## src/rtl/data_frame_pkg.sv

```systemverilog
// Shared definitions for the data-frame parser: frame IDs, field positions,
// parser state encoding and error-pulse bit indices.
package data_frame_pkg;

    localparam logic [15:0] HEADER_ID = 16'hAAAA;
    localparam logic [15:0] FOOTER_ID = 16'h5555;

    localparam int ID_W         = 16;
    localparam int HDR_ID_LSB   = 48;
    localparam int HDR_CH_LSB   = 44;
    localparam int HDR_CH_W     = 4;
    localparam int HDR_TS_LSB   = 12;
    localparam int HDR_TS_W     = 32;
    localparam int FTR_BASE_LSB = 48;
    localparam int FTR_THR_LSB  = 32;
    localparam int FTR_TS_LSB   = 16;
    localparam int FTR_TS_W     = 16;
    localparam int FTR_ID_LSB   = 0;

    typedef enum logic [1:0] {
        ST_HUNT   = 2'd0,
        ST_DATA   = 2'd1,
        ST_FOOTER = 2'd2
    } state_t;

    localparam int ERR_HDR = 0;
    localparam int ERR_LEN = 1;
    localparam int ERR_FTR = 2;

    // A usable frame carries a nonzero, even word count no larger than the limit.
    function automatic logic len_is_legal(input logic [15:0] len, input int unsigned max_len);
        return (len != 16'd0) && (len[0] == 1'b0) && (32'(len) <= max_len);
    endfunction

endpackage

```

## src/rtl/frame_word_reg_slice.sv

```systemverilog
// Single-entry valid/ready output register holding one data word and its
// last-word marker; accepts a new word whenever empty or being drained.
module frame_word_reg_slice #(
    parameter int DATA_WIDTH = 64
) (
    input  logic                  clk,
    input  logic                  rst_n,
    input  logic                  i_load,
    input  logic [DATA_WIDTH-1:0] i_data,
    input  logic                  i_last,
    input  logic                  i_ready,
    output logic                  o_space,
    output logic                  o_valid,
    output logic [DATA_WIDTH-1:0] o_data,
    output logic                  o_last
);

    logic                  r_valid;
    logic [DATA_WIDTH-1:0] r_data;
    logic                  r_last;

    assign o_space = !r_valid || i_ready;

    // Output word register: load, drain, or hold while the consumer stalls.
    always_ff @(posedge clk or negedge rst_n) begin
        if (!rst_n) begin
            r_valid <= 1'b0;
            r_data  <= '0;
            r_last  <= 1'b0;
        end else if (i_load) begin
            r_valid <= 1'b1;
            r_data  <= i_data;
            r_last  <= i_last;
        end else if (i_ready) begin
            r_valid <= 1'b0;
            r_last  <= 1'b0;
        end else begin
            r_valid <= r_valid;
        end
    end

    assign o_valid = r_valid;
    assign o_data  = r_data;
    assign o_last  = r_last;

endmodule

```

## src/rtl/data_frame_parser.sv

```systemverilog
// Frame parser: hunts for a legal header, forwards the data words through an
// output register stage, and publishes per-frame metadata on the footer.
module data_frame_parser
    import data_frame_pkg::*;
#(
    parameter int DATA_WIDTH           = 64,
    parameter int MAX_FRAME_LENGTH     = 200,
    parameter int FRAME_LEN_WIDTH      = 10,
    parameter int ADC_RESOLUTION_WIDTH = 12,
    parameter int TIME_STAMP_WIDTH     = 48,
    parameter int CNT_WIDTH            = 16
) (
    input  logic                            CLK,
    input  logic                            RESETN,
    input  logic [DATA_WIDTH-1:0]           DIN,
    input  logic                            iVALID,
    output logic                            oREADY,
    output logic [DATA_WIDTH-1:0]           DOUT,
    output logic                            oVALID,
    output logic                            oLAST,
    input  logic                            iREADY,
    output logic                            INFO_VALID,
    input  logic                            INFO_READY,
    output logic [3:0]                      INFO_CH_ID,
    output logic [TIME_STAMP_WIDTH-1:0]     INFO_TIME_STAMP,
    output logic [FRAME_LEN_WIDTH-1:0]      INFO_LEN,
    output logic [ADC_RESOLUTION_WIDTH-1:0] INFO_BASELINE,
    output logic [ADC_RESOLUTION_WIDTH:0]   INFO_THRESHOLD,
    output logic                            INFO_FTR_ERR,
    output logic [2:0]                      ERR_PULSE,
    output logic [CNT_WIDTH-1:0]            FRAME_CNT,
    output logic [CNT_WIDTH-1:0]            DROP_CNT
);

    localparam int unsigned ACTUAL_MAX = (MAX_FRAME_LENGTH / 2) * 2;
    localparam logic [FRAME_LEN_WIDTH-1:0] LEN_ONE = {{(FRAME_LEN_WIDTH-1){1'b0}}, 1'b1};
    localparam logic [CNT_WIDTH-1:0]       CNT_ONE = {{(CNT_WIDTH-1){1'b0}}, 1'b1};
    localparam logic [CNT_WIDTH-1:0]       CNT_MAX = {CNT_WIDTH{1'b1}};

    state_t                            r_state;
    state_t                            w_state_nxt;
    logic [FRAME_LEN_WIDTH-1:0]        r_remaining;
    logic [HDR_CH_W-1:0]               r_hdr_ch;
    logic [HDR_TS_W-1:0]               r_hdr_ts;
    logic [FRAME_LEN_WIDTH-1:0]        r_hdr_len;
    logic                              r_drop_run;
    logic                              r_info_valid;
    logic [3:0]                        r_info_ch;
    logic [TIME_STAMP_WIDTH-1:0]       r_info_ts;
    logic [FRAME_LEN_WIDTH-1:0]        r_info_len;
    logic [ADC_RESOLUTION_WIDTH-1:0]   r_info_base;
    logic [ADC_RESOLUTION_WIDTH:0]     r_info_thr;
    logic                              r_info_ftr_err;
    logic [2:0]                        r_err;
    logic [CNT_WIDTH-1:0]              r_frame_cnt;
    logic [CNT_WIDTH-1:0]              r_drop_cnt;

    logic                              w_din_ready;
    logic                              w_hdr_ok;
    logic                              w_hdr_badlen;
    logic                              w_hdr_drop;
    logic                              w_slice_load;
    logic                              w_slice_space;
    logic                              w_info_load;
    logic [2:0]                        w_err_nxt;
    logic [ID_W-1:0]                   w_din_id;
    logic [FRAME_LEN_WIDTH-1:0]        w_din_len;
    logic                              w_len_ok;
    logic                              w_ftr_bad;
    logic                              w_slice_last;

    assign w_din_id     = DIN[HDR_ID_LSB +: ID_W];
    assign w_din_len    = DIN[FRAME_LEN_WIDTH-1:0];
    assign w_len_ok     = len_is_legal(16'(w_din_len), ACTUAL_MAX);
    assign w_ftr_bad    = (DIN[FTR_ID_LSB +: ID_W] != FOOTER_ID);
    assign w_slice_last = (r_remaining == LEN_ONE);

    // Parser state register.
    always_ff @(posedge CLK or negedge RESETN) begin
        if (!RESETN) begin
            r_state <= ST_HUNT;
        end else begin
            r_state <= w_state_nxt;
        end
    end

    // Next-state decode and per-word actions for the accepted input word.
    always_comb begin
        w_state_nxt  = r_state;
        w_din_ready  = 1'b0;
        w_hdr_ok     = 1'b0;
        w_hdr_badlen = 1'b0;
        w_hdr_drop   = 1'b0;
        w_slice_load = 1'b0;
        w_info_load  = 1'b0;
        case (r_state)
            ST_HUNT: begin
                w_din_ready = 1'b1;
                if (iVALID) begin
                    if (w_din_id != HEADER_ID) begin
                        w_hdr_drop = 1'b1;
                    end else if (w_len_ok) begin
                        w_hdr_ok    = 1'b1;
                        w_state_nxt = ST_DATA;
                    end else begin
                        w_hdr_badlen = 1'b1;
                    end
                end else begin
                    w_state_nxt = ST_HUNT;
                end
            end
            ST_DATA: begin
                w_din_ready = w_slice_space;
                if (iVALID && w_slice_space) begin
                    w_slice_load = 1'b1;
                    if (w_slice_last) begin
                        w_state_nxt = ST_FOOTER;
                    end else begin
                        w_state_nxt = ST_DATA;
                    end
                end else begin
                    w_state_nxt = ST_DATA;
                end
            end
            ST_FOOTER: begin
                w_din_ready = !r_info_valid || INFO_READY;
                if (iVALID && w_din_ready) begin
                    w_info_load = 1'b1;
                    w_state_nxt = ST_HUNT;
                end else begin
                    w_state_nxt = ST_FOOTER;
                end
            end
            default: begin
                w_state_nxt = ST_HUNT;
            end
        endcase
    end

    // Only the first word of a run of unframed words raises the header error.
    always_comb begin
        w_err_nxt          = 3'b000;
        w_err_nxt[ERR_HDR] = w_hdr_drop && !r_drop_run;
        w_err_nxt[ERR_LEN] = w_hdr_badlen;
        w_err_nxt[ERR_FTR] = w_info_load && w_ftr_bad;
    end

    // Header fields, remaining-word count and drop-run tracking.
    always_ff @(posedge CLK or negedge RESETN) begin
        if (!RESETN) begin
            r_remaining <= '0;
            r_hdr_ch    <= '0;
            r_hdr_ts    <= '0;
            r_hdr_len   <= '0;
            r_drop_run  <= 1'b0;
        end else begin
            if (w_hdr_ok) begin
                r_remaining <= w_din_len;
                r_hdr_ch    <= DIN[HDR_CH_LSB +: HDR_CH_W];
                r_hdr_ts    <= DIN[HDR_TS_LSB +: HDR_TS_W];
                r_hdr_len   <= w_din_len;
            end else if (w_slice_load) begin
                r_remaining <= r_remaining - LEN_ONE;
            end else begin
                r_remaining <= r_remaining;
            end
            if (w_hdr_drop) begin
                r_drop_run <= 1'b1;
            end else if (w_hdr_ok || w_hdr_badlen) begin
                r_drop_run <= 1'b0;
            end else begin
                r_drop_run <= r_drop_run;
            end
        end
    end

    // Metadata register: a load wins over a same-cycle consume.
    always_ff @(posedge CLK or negedge RESETN) begin
        if (!RESETN) begin
            r_info_valid   <= 1'b0;
            r_info_ch      <= '0;
            r_info_ts      <= '0;
            r_info_len     <= '0;
            r_info_base    <= '0;
            r_info_thr     <= '0;
            r_info_ftr_err <= 1'b0;
        end else if (w_info_load) begin
            r_info_valid   <= 1'b1;
            r_info_ch      <= r_hdr_ch;
            r_info_ts      <= {DIN[FTR_TS_LSB +: FTR_TS_W], r_hdr_ts};
            r_info_len     <= r_hdr_len;
            r_info_base    <= DIN[FTR_BASE_LSB +: ADC_RESOLUTION_WIDTH];
            r_info_thr     <= DIN[FTR_THR_LSB +: ADC_RESOLUTION_WIDTH+1];
            r_info_ftr_err <= w_ftr_bad;
        end else if (INFO_READY) begin
            r_info_valid <= 1'b0;
        end else begin
            r_info_valid <= r_info_valid;
        end
    end

    // Error pulses and saturating statistics counters.
    always_ff @(posedge CLK or negedge RESETN) begin
        if (!RESETN) begin
            r_err       <= 3'b000;
            r_frame_cnt <= '0;
            r_drop_cnt  <= '0;
        end else begin
            r_err <= w_err_nxt;
            if (w_info_load && (r_frame_cnt != CNT_MAX)) begin
                r_frame_cnt <= r_frame_cnt + CNT_ONE;
            end else begin
                r_frame_cnt <= r_frame_cnt;
            end
            if ((w_hdr_drop || w_hdr_badlen) && (r_drop_cnt != CNT_MAX)) begin
                r_drop_cnt <= r_drop_cnt + CNT_ONE;
            end else begin
                r_drop_cnt <= r_drop_cnt;
            end
        end
    end

    frame_word_reg_slice #(
        .DATA_WIDTH (DATA_WIDTH)
    ) u_out_slice (
        .clk     (CLK),
        .rst_n   (RESETN),
        .i_load  (w_slice_load),
        .i_data  (DIN),
        .i_last  (w_slice_last),
        .i_ready (iREADY),
        .o_space (w_slice_space),
        .o_valid (oVALID),
        .o_data  (DOUT),
        .o_last  (oLAST)
    );

    // Nothing is accepted while reset is held.
    assign oREADY          = RESETN && w_din_ready;
    assign INFO_VALID      = r_info_valid;
    assign INFO_CH_ID      = r_info_ch;
    assign INFO_TIME_STAMP = r_info_ts;
    assign INFO_LEN        = r_info_len;
    assign INFO_BASELINE   = r_info_base;
    assign INFO_THRESHOLD  = r_info_thr;
    assign INFO_FTR_ERR    = r_info_ftr_err;
    assign ERR_PULSE       = r_err;
    assign FRAME_CNT       = r_frame_cnt;
    assign DROP_CNT        = r_drop_cnt;

endmodule
```

## config.mk

```make
export PLATFORM = sky130hd
export DESIGN_NAME = data_frame_parser
export DESIGN_NICKNAME = d
export VERILOG_FILES = /design/src/rtl/data_frame_pkg.sv /design/src/rtl/frame_word_reg_slice.sv /design/src/rtl/data_frame_parser.sv
export SDC_FILE = /design/constraint.sdc
export NUM_CORES = 1
export LEC_CHECK = 0
export CELL_PAD_IN_SITES_DETAIL_PLACEMENT = 2
export CELL_PAD_IN_SITES_GLOBAL_PLACEMENT = 2
export CORE_MARGIN = 1.5
export CORE_UTILIZATION = 34
export CTS_CLUSTER_DIAMETER = 30
export CTS_CLUSTER_SIZE = 10
export DETAILED_ROUTE_END_ITERATION = 10
export MAX_ROUTING_LAYER = met4
export PLACE_DENSITY = 0.95
export SLEW_MARGIN = 30
export SYNTH_ARGS = -nofsm -noshare
export SYNTH_HDL_FRONTEND = slang
export SYNTH_SLANG_ARGS = --single-unit
```

## constraint.sdc

```tcl
create_clock -name CLK -period 3.8 [get_ports CLK]
set_input_delay 0.57 -clock CLK [delete_from_list [all_inputs] [get_ports CLK]]
set_output_delay 0.57 -clock CLK [all_outputs]
set_load 0.01 [all_outputs]
```

# After elaboration in Yosys (flattened, before gate mapping)
# Cells that the tools add are included.
totals:
  register_bits: 249
op_classes:
  n_addsub: 3
  n_lt_le_gt_ge: 1
  n_eq_ne: 9
  mux: 32
  n_bitwise: 1
  n_reduce_logical: 23
op_table:
  columns: ["operator", "n"]
  rows:
  - ["$ne 16x16->1 const B", 3]
  - ["$add 16x1->16 const B", 2]
  - ["$mux 1", 22]
  - ["$mux 10", 2]
  - ["$ne 16x15->1 const B", 1]
  - ["$mux 2", 6]
  - ["$eq 10x1->1 const B", 1]
  - ["$le 10x8->1 const B", 1]
  - ["$reduce_bool 10->1", 1]
  - ["$sub 10x1->10 const B", 1]
  - ["$logic_and 1x1->1", 9]
  - ["$reduce_bool 2->1", 4]
  - ["$ne 3x3->1 const B", 2]
  - ["$pmux 2 s3", 1]
  - ["$logic_or 1x1->1", 4]
  - ["$logic_not 1->1", 3]
  - ["$pmux 1 s3", 1]
  - ["$eq 2x1->1 const B", 1]
  - ["$eq 2x2->1 const B", 1]
  - ["$logic_not 2->1", 1]
  - ["$reduce_and 2->1", 1]
  - ["$not 1->1", 1]

# Logic depth before layout (Yosys ltp)
logic_depth:
  word_depth: 10
  mapped_depth: 7

# Cells and area by module
# A second synthesis with hierarchy kept.
hier_totals:
  hier_cells: 682
  hier_area_um2: 9959.6
modules_own_cells:
  columns: ["module", "n_inst", "cells_each", "area_per_inst_um2", "seq_area_each_um2"]
  rows:
  - ["data_frame_parser", 1, 541, 7427.1, 4579.4]
  - ["frame_word_reg_slice", 1, 141, 2532.4, 1651.6]

# Worst setup path before layout
# OpenSTA, ideal clock, no wires.
synth_path:
  path_kind: "input -> register"
  from: "input port DIN[1]"
  to: "register r_remaining[6]"
  setup_ns: 0.126
  arrival_time_ns: 2.120
  t_required_ns: 3.674
  setup_slack_ns: 1.554
  stages: 6
  path_cell_list: "or4_4 o41ai_4 nor4b_2 buf_6 buf_6 a221o_1"
synth_between:
  elab_chain_cells: 8
  word_cells_on_any_way: 10
synth_rtl:
  columns: ["item", "line", "text"]
  rows:
  - ["start: declaration", "data_frame_parser.sv:15", "input logic [DATA_WIDTH-1:0] DIN,"]
  - ["parallel branches: the longest is 2 deep, another holds $le 10x8->1", null, null]
  - ["$logic_and 1x1->1 *", "data_frame_pkg.sv:32", "return (len != 16'd0) && (len[0] == 1'b0) && (32'(len) <= max_len);"]
  - ["$mux 1 *", "data_frame_parser.sv:102", "end else if (w_len_ok) begin"]
  - ["$mux 1 *", "data_frame_parser.sv:100", "if (w_din_id != HEADER_ID) begin"]
  - ["$mux 1 *", "data_frame_parser.sv:99", "if (iVALID) begin"]
  - ["$mux 1 *", "data_frame_parser.sv:96", "case (r_state)"]
  - ["$mux 10 or $reduce_bool 2->1 (tied branches)", null, null]
  - ["end signal: assignment", "data_frame_parser.sv:158", "r_remaining <= w_din_len;"]
  - ["end signal: assignment", "data_frame_parser.sv:163", "r_remaining <= r_remaining - LEN_ONE;"]
  - ["end signal: assignment", "data_frame_parser.sv:165", "r_remaining <= r_remaining;"]
  - ["end: declaration", "data_frame_parser.sv:42", "logic [FRAME_LEN_WIDTH-1:0] r_remaining;"]
# Mark *: on every way between the ends.
# A chain may end at the register's enable or synchronous reset.

# Worst setup path in the final report
layout_path:
  from: "input port DIN[53]"
  to: "register r_drop_cnt[13], in the netlist DROP_CNT[13]"
layout_between:
  elab_chain_cells: 6
  word_cells_on_any_way: 9
layout_rtl:
  columns: ["item", "line", "text"]
  rows:
  - ["$ne 16x16->1 *", "data_frame_parser.sv:100", null]
  - ["$mux 1", "data_frame_parser.sv:100", null]
  - ["$mux 1", "data_frame_parser.sv:99", null]
  - ["$mux 1", "data_frame_parser.sv:96", null]
  - ["$logic_or 1x1->1 *", "data_frame_parser.sv:215", "if ((w_hdr_drop || w_hdr_badlen) && (r_drop_cnt != CNT_MAX)) begin"]
  - ["$logic_and 1x1->1 *", "data_frame_parser.sv:215", null]
  - ["end signal: assignment", "data_frame_parser.sv:216", "r_drop_cnt <= r_drop_cnt + CNT_ONE;"]
  - ["end signal: assignment", "data_frame_parser.sv:218", "r_drop_cnt <= r_drop_cnt;"]
  - ["end: declaration", "data_frame_parser.sv:56", "logic [CNT_WIDTH-1:0] r_drop_cnt;"]
# Mark *: on every way between the ends. The rest lies on a longest branch, timed or not.

==> flow_summary.toml <==
[flow_run]
drv_cap = 0

[grt]
grt_use_total_pct = 25.45
grt_antenna_before_repair = 1
grt_pass1_wl_microns = 57400
grt_pass1_vias = 9346
grt_max_degree = 148
grt-ovfl-total = 0

[routing]
drt_iter0_drc = 285
wirelength_microns = 36730
ant_nets = 0
drt_pass1_iterations = 4
drc = 0
vias = 7700
wl_per_cell_microns = 23.79
avgViaCountPerCell = 4.987

[die]
start_util_pct = 34.69
dieWidth_microns = 174.4
io_pins = 260
rows = 62
die_h_microns = 174.4
core-area_sq_um = 28780
dieArea_sq_um = 30400

[clock_network]
htree_levels = 2
numCtsBuffers = 60
clock_latency_ns = 0.57
root_buffer = "clkbuf_16"
clk_pin_slew_ns = 0.04
tritoncts = "built"
clock-sinks = 249
post_cts_buffers = 0
ctsLongestPathBuffers = 3

[placed_design]
hpwl_microns = 22320
globalplace.congestion = 0.7731
placed_cell_area_sq_um = 13040
dpl.cell_count = 1434
portBuffers = 259

[final_layout]
layout-drive-gt1-share_pct = 21.05
fin_area_sq_um = 15150
area_delta_synth_final_pct = 51.76
final_nets = 1186
fin_cells = 1544
nFillCells = 2703

[critical_path]
worstPathMaxFanout = 10
crit_required_ns = 4.22
critical_path.startpoint = "DIN[53]"
r2r-end = "DROP_CNT[1]"
r2r_slack_ns = 1.46
r2r_cells = 5
timing.critical_path.cells = "clkdlybuf4s50_1 > nor4bb_1 > and4_1 > nor3b_2 > buf_4 > nor4_1 > xor2_1"
cp.arrival_ns = 3.16
crit_slowest_cell = "nor3b_2"
endpoint = "DROP_CNT[13]"
crit_family = "simple AND/OR/NAND/NOR gates"
rr_startpoint = "DROP_CNT[0]"
cp-start-kind = "input pin"
cp.depth = 7
max_stage_delay_ns = 0.77
crit_buf_inv = 2
critPathKind = "in -> reg"
end_kind = "flop"

[synth]
synth_warnings = 0
synth_edf_count = 0
syn_area_sq_um = 9983
synth.avg_cell_area_sq_um = 12.22
synth_cell_types = 50
syn_inst = 817
synth-seq-area-share_pct = 62.41
synth_top_flop_cell = "dfrtp_1"
synth-seq-cells = 249
async_flop_share_pct = 100.0
synth_nets = 890

[sta]
min_period_over_period_pct = 72.31
slew_violations = 0
relSlewSlack_pct = 38.94
rsz0062_at_grt = "false"
finalSetupViolations = 0
min_period_ns = 2.748
max_freq_mhz = 363.9
finalHoldViolCount = 0
fin_setup_tns_ns = 0
tightest_slew_ns = 0.9110
finClkSkew_ns = 0.02141

[pwr]
p_leak_nw = 7.272
irDropWorstVdd_v = 0.0004747
power.density_nw_per_um2 = 756.2

[min_path]
hold_path.class = "reg -> reg"

[status]
status = "completed"
-- stage by stage --
stage                     utilization, %  hold slack (ns)  power, mW  setup slack [ns]
after global placement             45.29           0.4355      5.889            0.6329
after detailed placement           45.29           0.4501      6.113            0.5239
after CTS                          52.62           0.4567      11.61             1.074
final                              52.64           0.4558      11.46             1.052
after global routing               52.64           0.4744      11.94            0.9595
after floorplan                        -           0.2744      4.509             1.554
-- worst min path at each step --
stage          startpoint                endpoint  slack (ns)  depth (start not counted)
2_1_floorplan      RESETN             DROP_CNT[0]        0.27                          0
3_3_place_gp   r_drop_run            ERR_PULSE[0]        0.44                          1
3_5_place_dp       RESETN  u_out_slice.o_data[55]        0.45                          1
4_1_cts            RESETN  u_out_slice.o_data[55]        0.46                          2
5_1_grt        r_drop_run            ERR_PULSE[0]        0.47                          1
6_report       r_drop_run            ERR_PULSE[0]        0.46                          1
-- registers in the layout (all words and copies together) (netlist names), 12 cells and up --
name and cells:
INFO_TIME_STAMP 48, DROP_CNT 16, FRAME_CNT 16, INFO_THRESHOLD 13
u_out_slice.o_data 64, INFO_BASELINE 12, r_hdr_ts 32
-- placed cells by master (no fill, tap or decap), types with 5 or more instances in the layout --
cell type	Yosys	layout
a31oi_1	5	5
buf_4	0	5
bufinv_16	0	9
clkbuf_1	27	6
clkbuf_16	0	60
clkbuf_8	0	7
clkdlybuf4s50_1	0	258
clkinv_2	0	11
clkinvlp_4	0	8
dfrtp_1	249	249
inv_1	11	11
mux2_1	15	15
mux2_2	113	113
nand2_1	218	218
nand2b_1	6	6
nand3_1	16	15
nand4_1	6	6
nand4b_1	5	5
nor2_1	16	16
nor2b_1	5	5
nor3_1	10	9
nor3_2	9	10
nor4_1	6	6
o21ai_0	11	11
xnor2_1	8	8
xor2_1	23	23
-- layer usage --
metal,global-route usage (%),routed length [microns],up-vias
li1,-,-,3366
met3,6.343,2041,84
met2,45.87,19720,235
met4,10.09,1495,0
met1,26.45,13470,4015
met5,-,0,-
-- Yosys cell counts, types with 3 or more instances --
master	instances	area share (%)
nor2b_1	5	0.31
nand2_1	218	8.2
nand2b_1	6	0.38
o21ai_0	11	0.55
buf_2	4	0.20
nand4b_1	5	0.44
ha_1	4	0.50
buf_6	3	0.34
nor2_1	16	0.60
mux2_1	15	1.7
nor3_2	9	0.90
nor3_1	10	0.50
and2_1	3	0.19
xnor2_1	8	0.70
and3_1	4	0.25
dfrtp_1	249	62
nor4bb_1	4	0.40
nand3_1	16	0.80
or3_1	3	0.19
and4_1	3	0.26
mux2_2	113	13
clkbuf_1	27	1.0
a31oi_1	5	0.31
nand4_1	6	0.38
inv_1	11	0.41
nor4_1	6	0.38
a221o_1	4	0.40
xor2_1	23	2.0
-- what timing repair did --
item	CTS	global route
endpoints found under the hold margin	27	0
hold buffers	1	0
resized for setup	0	0
-- area by class of cell --
type	count	area (sq um)	share of cell area (%)
Timing Repair Buffer	269	2716	17.93
Inverter	11	41.29	0.2725
Sequential cell	249	6231	41.13
Antenna cell	1	2.502	0.01652
Tap cell	384	480.5	3.171
Multi-Input combinational cell	522	3580	23.63
Clock buffer	73	1620	10.69
Clock inverter	35	479.2	3.163
-- cell families after synthesis --
logic type      count (synthesis)  share of synthesized area, %
simple gates                  323                         15.17
flops                         249                         62.41
mux                           129                         14.54
buf+inv                        46                         2.005
compound gates                 35                         2.657
xor+xnor                       31                         2.720
fa+ha+maj                       4                        0.5013
-- report_power, final --
group | leakage (nW) | switching, mW | internal (mW) | total, mW
clock | 1.01 | 1.67 | 3.63 | 5.30
sequential | 3.34 | 0.415 | 3.20 | 3.62
combinational | 2.92 | 1.28 | 1.26 | 2.54
No activity file was read; power rests on OpenSTA's default activity.
